## config.mk

```make
export PLATFORM = sky130hd
export DESIGN_NAME = layer_compositor_flat
export DESIGN_NICKNAME = d
export VERILOG_FILES = /design/src/rtl/layer_compositor_if.sv /design/src/rtl/layer_compositor.sv /design/src/flat_wrapper.sv
export SDC_FILE = /design/constraint.sdc
export NUM_CORES = 1
export LEC_CHECK = 0
export BUFFER_PORTS_ARGS = -buffer_cell sky130_fd_sc_hd__buf_4
export CORE_ASPECT_RATIO = 0.75
export CORE_MARGIN = 5
export CORE_UTILIZATION = 50
export CTS_CLUSTER_SIZE = 10
export DETAILED_ROUTE_END_ITERATION = 6
export PLACE_DENSITY = 0.75
export REMOVE_ABC_BUFFERS = 1
export SLEW_MARGIN = 10
export SYNTH_ARGS = -nofsm -noshare
export SYNTH_HDL_FRONTEND = slang
export SYNTH_SLANG_ARGS = --single-unit
```

## constraint.sdc

```tcl
create_clock -name clock -period 3.1 [get_ports clock]
set_clock_uncertainty 0.2 [all_clocks]
set_input_delay 0.62 -clock clock [delete_from_list [all_inputs] [get_ports clock]]
set_output_delay 0.62 -clock clock [all_outputs]
set_load 0.05 [all_outputs]
```

## src/rtl/layer_compositor_if.sv

```systemverilog
// Pixel-path bundle between the layer generators / VGA register and layer_compositor.
// The master side drives pixels and mask control; the slave side returns the composited pixel.
interface layer_compositor_if #(
    parameter int NUM_LAYERS = 4,
    parameter int COLOR_W    = 3
);
    localparam int LW = (NUM_LAYERS > 1) ? $clog2(NUM_LAYERS) : 1;

    logic                               visible;
    logic                               frame_start;
    logic [NUM_LAYERS*(COLOR_W+1)-1:0]  layer_in;
    logic                               mask_wr;
    logic [NUM_LAYERS-1:0]              mask_data;
    logic [NUM_LAYERS-1:0]              blink_mask;
    logic [COLOR_W-1:0]                 bg_color;

    logic [COLOR_W-1:0]                 oRGB;
    logic                               o_visible;
    logic                               o_hit;
    logic [LW-1:0]                      o_layer;
    logic [NUM_LAYERS-1:0]              o_collide;

    modport master (
        output visible, frame_start, layer_in, mask_wr, mask_data, blink_mask, bg_color,
        input  oRGB, o_visible, o_hit, o_layer, o_collide
    );

    modport slave (
        input  visible, frame_start, layer_in, mask_wr, mask_data, blink_mask, bg_color,
        output oRGB, o_visible, o_hit, o_layer, o_collide
    );
endinterface

```

## src/rtl/layer_compositor.sv

```systemverilog
// Pipelined priority compositor: lowest-indexed eligible layer wins, with frame-committed
// enable masks and frame-rate blinking. Optional collision flags via COMPOSITOR_COLLIDE_EN.
module layer_compositor #(
    parameter int NUM_LAYERS  = 4,
    parameter int COLOR_W     = 3,
    parameter int PIPE_STAGES = 2,
    parameter int BLINK_DIV   = 16
) (
    input  logic               clock,
    input  logic               reset,
    layer_compositor_if.slave  bus
);
    localparam int SW = COLOR_W + 1;
    localparam int LW = (NUM_LAYERS > 1) ? $clog2(NUM_LAYERS) : 1;

    logic [NUM_LAYERS-1:0] shadow_mask;
    logic [NUM_LAYERS-1:0] active_mask;
    logic [NUM_LAYERS-1:0] eff_mask;
    logic [NUM_LAYERS-1:0] eligible;
    logic [7:0]            blink_cnt;
    logic                  blink_phase;
    logic                  blink_wrap;
    logic                  eff_phase;

    logic                  win_hit;
    logic [LW-1:0]         win_idx;
    logic [COLOR_W-1:0]    win_color;
    logic [COLOR_W-1:0]    s1_rgb;
    logic                  s1_hit;
    logic [LW-1:0]         s1_layer;

    logic [COLOR_W-1:0]    rgb_q   [PIPE_STAGES];
    logic                  vis_q   [PIPE_STAGES];
    logic                  hit_q   [PIPE_STAGES];
    logic [LW-1:0]         layer_q [PIPE_STAGES];

    assign blink_wrap = (blink_cnt == 8'(BLINK_DIV - 1));

    // A frame_start pixel already sees the mask and phase being committed on that edge.
    always_comb begin
        eff_mask = active_mask;
        if (bus.frame_start) begin
            eff_mask = bus.mask_wr ? bus.mask_data : shadow_mask;
        end
    end

    assign eff_phase = blink_phase ^ (bus.frame_start & blink_wrap);

    always_ff @(posedge clock or negedge reset) begin
        if (!reset) begin
            shadow_mask <= '1;
            active_mask <= '1;
        end else begin
            if (bus.mask_wr) begin
                shadow_mask <= bus.mask_data;
            end
            if (bus.frame_start) begin
                active_mask <= eff_mask;
            end
        end
    end

    always_ff @(posedge clock or negedge reset) begin
        if (!reset) begin
            blink_cnt   <= '0;
            blink_phase <= 1'b0;
        end else if (bus.frame_start) begin
            if (blink_wrap) begin
                blink_cnt   <= '0;
                blink_phase <= ~blink_phase;
            end else begin
                blink_cnt   <= blink_cnt + 8'd1;
            end
        end
    end

    always_comb begin
        eligible = '0;
        for (int i = 0; i < NUM_LAYERS; i++) begin
            eligible[i] = bus.layer_in[i*SW + COLOR_W] & eff_mask[i]
                          & ~(eff_phase & bus.blink_mask[i]);
        end
    end

    // Scan from the top so the lowest-indexed eligible layer is the last to assign.
    always_comb begin
        win_hit   = 1'b0;
        win_idx   = '0;
        win_color = '0;
        for (int i = NUM_LAYERS - 1; i >= 0; i--) begin
            if (eligible[i]) begin
                win_hit   = 1'b1;
                win_idx   = LW'(i);
                win_color = bus.layer_in[i*SW +: COLOR_W];
            end
        end
    end

    always_comb begin
        s1_rgb   = '0;
        s1_hit   = 1'b0;
        s1_layer = '0;
        if (bus.visible) begin
            s1_hit   = win_hit;
            s1_rgb   = win_hit ? win_color : bus.bg_color;
            s1_layer = win_hit ? win_idx : '0;
        end
    end

    always_ff @(posedge clock or negedge reset) begin
        if (!reset) begin
            for (int s = 0; s < PIPE_STAGES; s++) begin
                rgb_q[s]   <= '0;
                vis_q[s]   <= 1'b0;
                hit_q[s]   <= 1'b0;
                layer_q[s] <= '0;
            end
        end else begin
            rgb_q[0]   <= s1_rgb;
            vis_q[0]   <= bus.visible;
            hit_q[0]   <= s1_hit;
            layer_q[0] <= s1_layer;
            for (int s = 1; s < PIPE_STAGES; s++) begin
                rgb_q[s]   <= rgb_q[s-1];
                vis_q[s]   <= vis_q[s-1];
                hit_q[s]   <= hit_q[s-1];
                layer_q[s] <= layer_q[s-1];
            end
        end
    end

    assign bus.oRGB      = rgb_q[PIPE_STAGES-1];
    assign bus.o_visible = vis_q[PIPE_STAGES-1];
    assign bus.o_hit     = hit_q[PIPE_STAGES-1];
    assign bus.o_layer   = layer_q[PIPE_STAGES-1];

`ifdef COMPOSITOR_COLLIDE_EN
    logic [NUM_LAYERS-1:0] collide_now;
    logic [NUM_LAYERS-1:0] collide_acc;
    logic [NUM_LAYERS-1:0] collide_q;

    always_comb begin
        collide_now = '0;
        for (int i = 1; i < NUM_LAYERS; i++) begin
            collide_now[i] = bus.visible & eligible[0] & eligible[i];
        end
    end

    // The frame_start pixel's own overlap is folded into the published flags.
    always_ff @(posedge clock or negedge reset) begin
        if (!reset) begin
            collide_acc <= '0;
            collide_q   <= '0;
        end else if (bus.frame_start) begin
            collide_q   <= collide_acc | collide_now;
            collide_acc <= '0;
        end else begin
            collide_acc <= collide_acc | collide_now;
        end
    end

    assign bus.o_collide = collide_q;
`else
    assign bus.o_collide = '0;
`endif

endmodule

```

## src/flat_wrapper.sv

```systemverilog
// flat-port wrapper written by rule: the top's interface ports become plain ports
module layer_compositor_flat 
#(
    parameter int NUM_LAYERS  = 4,
    parameter int COLOR_W     = 3,
    parameter int PIPE_STAGES = 2,
    parameter int BLINK_DIV   = 16
)
  (clock, reset, bus_visible, bus_frame_start, bus_layer_in, bus_mask_wr, bus_mask_data, bus_blink_mask, bus_bg_color, bus_oRGB, bus_o_visible, bus_o_hit, bus_o_layer, bus_o_collide);
  layer_compositor_if #(.NUM_LAYERS(NUM_LAYERS), .COLOR_W(COLOR_W)) bus_i ();
  input  logic clock;
  input  logic reset;
  input wire logic [$bits(bus_i.visible)-1:0] bus_visible;
  input wire logic [$bits(bus_i.frame_start)-1:0] bus_frame_start;
  input wire logic [$bits(bus_i.layer_in)-1:0] bus_layer_in;
  input wire logic [$bits(bus_i.mask_wr)-1:0] bus_mask_wr;
  input wire logic [$bits(bus_i.mask_data)-1:0] bus_mask_data;
  input wire logic [$bits(bus_i.blink_mask)-1:0] bus_blink_mask;
  input wire logic [$bits(bus_i.bg_color)-1:0] bus_bg_color;
  output wire logic [$bits(bus_i.oRGB)-1:0] bus_oRGB;
  output wire logic [$bits(bus_i.o_visible)-1:0] bus_o_visible;
  output wire logic [$bits(bus_i.o_hit)-1:0] bus_o_hit;
  output wire logic [$bits(bus_i.o_layer)-1:0] bus_o_layer;
  output wire logic [$bits(bus_i.o_collide)-1:0] bus_o_collide;
  assign bus_i.visible = bus_visible;
  assign bus_i.frame_start = bus_frame_start;
  assign bus_i.layer_in = bus_layer_in;
  assign bus_i.mask_wr = bus_mask_wr;
  assign bus_i.mask_data = bus_mask_data;
  assign bus_i.blink_mask = bus_blink_mask;
  assign bus_i.bg_color = bus_bg_color;
  assign bus_oRGB = bus_i.oRGB;
  assign bus_o_visible = bus_i.o_visible;
  assign bus_o_hit = bus_i.o_hit;
  assign bus_o_layer = bus_i.o_layer;
  assign bus_o_collide = bus_i.o_collide;
  layer_compositor #(.NUM_LAYERS(NUM_LAYERS), .COLOR_W(COLOR_W), .PIPE_STAGES(PIPE_STAGES), .BLINK_DIV(BLINK_DIV)) u_core (.clock(clock), .reset(reset), .bus(bus_i));
endmodule
```

==> out/qor.csv <==
stage,metric,value,unit
power,LEAKAGE,0.827,nW
worst_setup_path,maximum fanout along the worst path,9,
power,Pwr Total,0.00121,W
floorplan,I/O Pins,43,
power,Peak VDD IR,0.000359,V
detailed_routing,router iterations before antenna repair,4,
cells_and_area,most frequent cells in the layout,"buf_4, dfrtp_1, dfstp_2",
grt,initial antenna violation count,0,
floorplan,full die area,0.00416,mm^2
clocking,CTS resizes,0,
clocking,Clock Tree Buf Depth,2,
logic_synthesis,Synth Area in Simple Gates,17.4,%
detailed_routing,Via density,5.21,
logic_synthesis,"EDFF count, synth",0,
worst_hold_path,Hold Path Class,in -> async,
sta,transition time of the tightest slew-check pin,0.646,ns
place,placed inst area,0.00172,mm^2
place,gp weighted congestion,0.758,
logic_synthesis,multiplexer share of the synthesized area,5.92,%
worst_setup_path,category of the most critical setup path,reg -> reg,
logic_synthesis,"flops & latches, synth",31,
detailed_routing,vias after detailed routing,1022,
clocking,Worst-path clk slew,0.06,ns
grt,grt ovf,0,
place,Post-DP HPWL,2.30,mm
logic_synthesis,"Async S/R FF share, synth",100,%
worst_setup_path,CP startpoint kind,flop,
detailed_routing,DRC,0,
logic_synthesis,mapped cell area,0.00148,mm^2
detailed_routing,1st-iter DRT viols,58,
grt,vias in the first global route,1034,
sta,max_slew headroom,56.5,%
worst_setup_path,worst r2r src,u_core.blink_cnt[4],
cells_and_area,area delta synth->final,22.8,%
clocking,CTS buffer count,5,
sta,min Tclk post-route,2.45,ns
power,PwrDens,666,mW/mm^2
floorplan,core area,0.00289,mm^2
logic_synthesis,Synth Area per Inst,12.1,um^2
grt,GRT Util Overall,15.6,%
floorplan,DIE HEIGHT,57.1,um
logic_synthesis,Synth Area in Compound Gates,10.6,%
clocking,Clock Latency Late Sink,0.27,ns
cells_and_area,fin cells,196,
logic_synthesis,adder-cell share of the synthesized area,0.846,%
flow_run,max_cap viols,0,
sta,RSZ-0062 raised after global routing,false,
worst_setup_path,CP required,3.06,ns
clocking,CTS tree,built,
worst_setup_path,RR Endpoint,u_core.rgb_q[3],
sta,fin crit share,79.0,%
worst_setup_path,CP Data Arrival Time,2.41,ns
logic_synthesis,largest family of logic cells by synthesized area,simple AND/OR/NAND/NOR gates,
sta,Setup TNS,0,ns
logic_synthesis,sequential area share after synthesis,53.1,%
clocking,CTS Hold Bufs,0,
detailed_routing,drt wl/cell,15.0,um
clocking,CTS sink cnt,31,
clocking,Setup Buffers After CTS,0,
floorplan,Die W,72.8,um
cells_and_area,"most common cell after layout, fill and taps aside",buf_4,
floorplan,floorplan row count,17,
sta,Fin Hold WS,0.0575,ns
sta,Max Freq,0.408,GHz
logic_synthesis,cell count after synthesis,122,
cells_and_area,ratio of cells with drive above 1 in the final layout,44.9,%
logic_synthesis,Synth cell types,33,
worst_setup_path,Crit. End Element,flop,
sta,final setup vio count,0,
worst_setup_path,R2R cell count,6,
detailed_routing,DRT Wirelength,2.94,mm
worst_setup_path,Worst R2R Setup Slack,0.65,ns
grt,first-pass GRT wire length,4.93,mm
floorplan,Initial Util,51.1,%
cells_and_area,Nets,190,
cells_and_area,ANT cells,0,
logic_synthesis,Yosys warnings,0,
logic_synthesis,"Primary FF master, synth",dfrtp_1,
cells_and_area,Final Cell Area,0.00182,mm^2
sta,max-slew violation count,0,
logic_synthesis,Post-Synth XOR/XNOR Area,4.15,%
place,DP Cell Count,188,
sta,Final Hold Viols,0,
clocking,H-tree Lvls,2,
detailed_routing,Detail Route Antenna Nets,0,
run_status,status,completed,
grt,largest net degree at the start of global routing,32,
clocking,Root Buffer,clkbuf_8,
place,Buffers on Ports,38,
[registers in the layout, indices dropped and copies added, names as in the netlist]
register / count
u_core.blink_cnt: 8
u_core.active_mask: 4
u_core.shadow_mask: 4
u_core.bus.oRGB: 3
u_core.rgb_q: 3
u_core.bus.o_layer: 2
u_core.layer_q: 2
u_core.blink_phase: 1
u_core.bus.o_hit: 1
u_core.bus.o_visible: 1
u_core.hit_q: 1
u_core.vis_q: 1
[power breakdown]
part | total (W) | switching [W] | internal [W]
logic | 0.000341 | 0.000194 | 0.000147
registers | 0.000547 | 0.0000573 | 0.000490
clock network | 0.000320 | 0.000142 | 0.000179
total | 0.00121 | 0.000393 | 0.000816
[Yosys cell counts (3+ instances only)]
master / n / area share, %
dfrtp_1: 23 / 39
buf_4: 9 / 4.6
dfstp_2: 8 / 14
nand2_1: 7 / 1.8
mux2_2: 6 / 4.6
nand3_1: 6 / 2.0
nor2_1: 6 / 1.5
o21ai_0: 5 / 1.7
inv_1: 4 / 1.0
nand4b_1: 4 / 2.4
o211ai_2: 4 / 3.4
xnor2_1: 4 / 2.4
a31oi_1: 3 / 1.3
nand4_1: 3 / 1.3
o221a_1: 3 / 2.3
xor2_1: 3 / 1.8
[critical path, stage by stage, from the launching register on]
cell      delay (ns)
dfrtp_1         0.42
or4_1           0.70
o211ai_2        0.24
nand4_4         0.20
o21ai_0         0.25
a31oi_1         0.09
o221a_1         0.24
[logic make-up after synthesis]
family	Yosys count
AO/OA/AOI/OAI	20
XOR/XNOR	7
adder cells (fa/ha/maj)	1
buffers and inverters	17
flip-flops	31
multiplexers	8
other	1
AND/OR/NAND/NOR	37
[through the flow]
stage / utilization [%] / worst slack, ns
after detailed placement: 59.6 / 0.629
after floorplan: - / 0.896
after global placement: 59.6 / 0.741
final: 62.8 / 0.650
after global routing: 62.8 / 0.557
after CTS: 62.8 / 0.676
[worst max path at each step]
stage,startpoint,end,cells past startpoint
2_1_floorplan,u_core.blink_cnt[4],u_core.rgb_q[3],6
3_3_place_gp,bus_frame_start,u_core.rgb_q[5],7
3_5_place_dp,bus_frame_start,u_core.rgb_q[3],7
4_1_cts,u_core.blink_cnt[4],u_core.rgb_q[3],6
5_1_grt,u_core.blink_cnt[4],u_core.rgb_q[5],6
6_report,u_core.blink_cnt[4],u_core.rgb_q[3],6
[area by class of cell]
| type | count | area [um^2] |
|---|---|---|
| clock buffers | 7 | 86.3 |
| flip-flops and latches | 31 | 786 |
| inverters | 4 | 15.0 |
| fillers | 245 | 1080 |
| well taps | 38 | 47.5 |
| clock inverters | 1 | 5.00 |
| multi-input cells | 77 | 591 |
| repair buffers | 38 | 285 |
[per-layer routing]
metal | global-route usage, % | vias up | part of all wire [%]
met5 | 0 | - | 0
met2 | 22.9 | 48 | 45
li1 | - | 499 | -
met3 | 6.16 | 4 | 8.4
met4 | 6.32 | 0 | 1.4
met1 | 20.5 | 471 | 45
(Power assumes the default switching activity.)
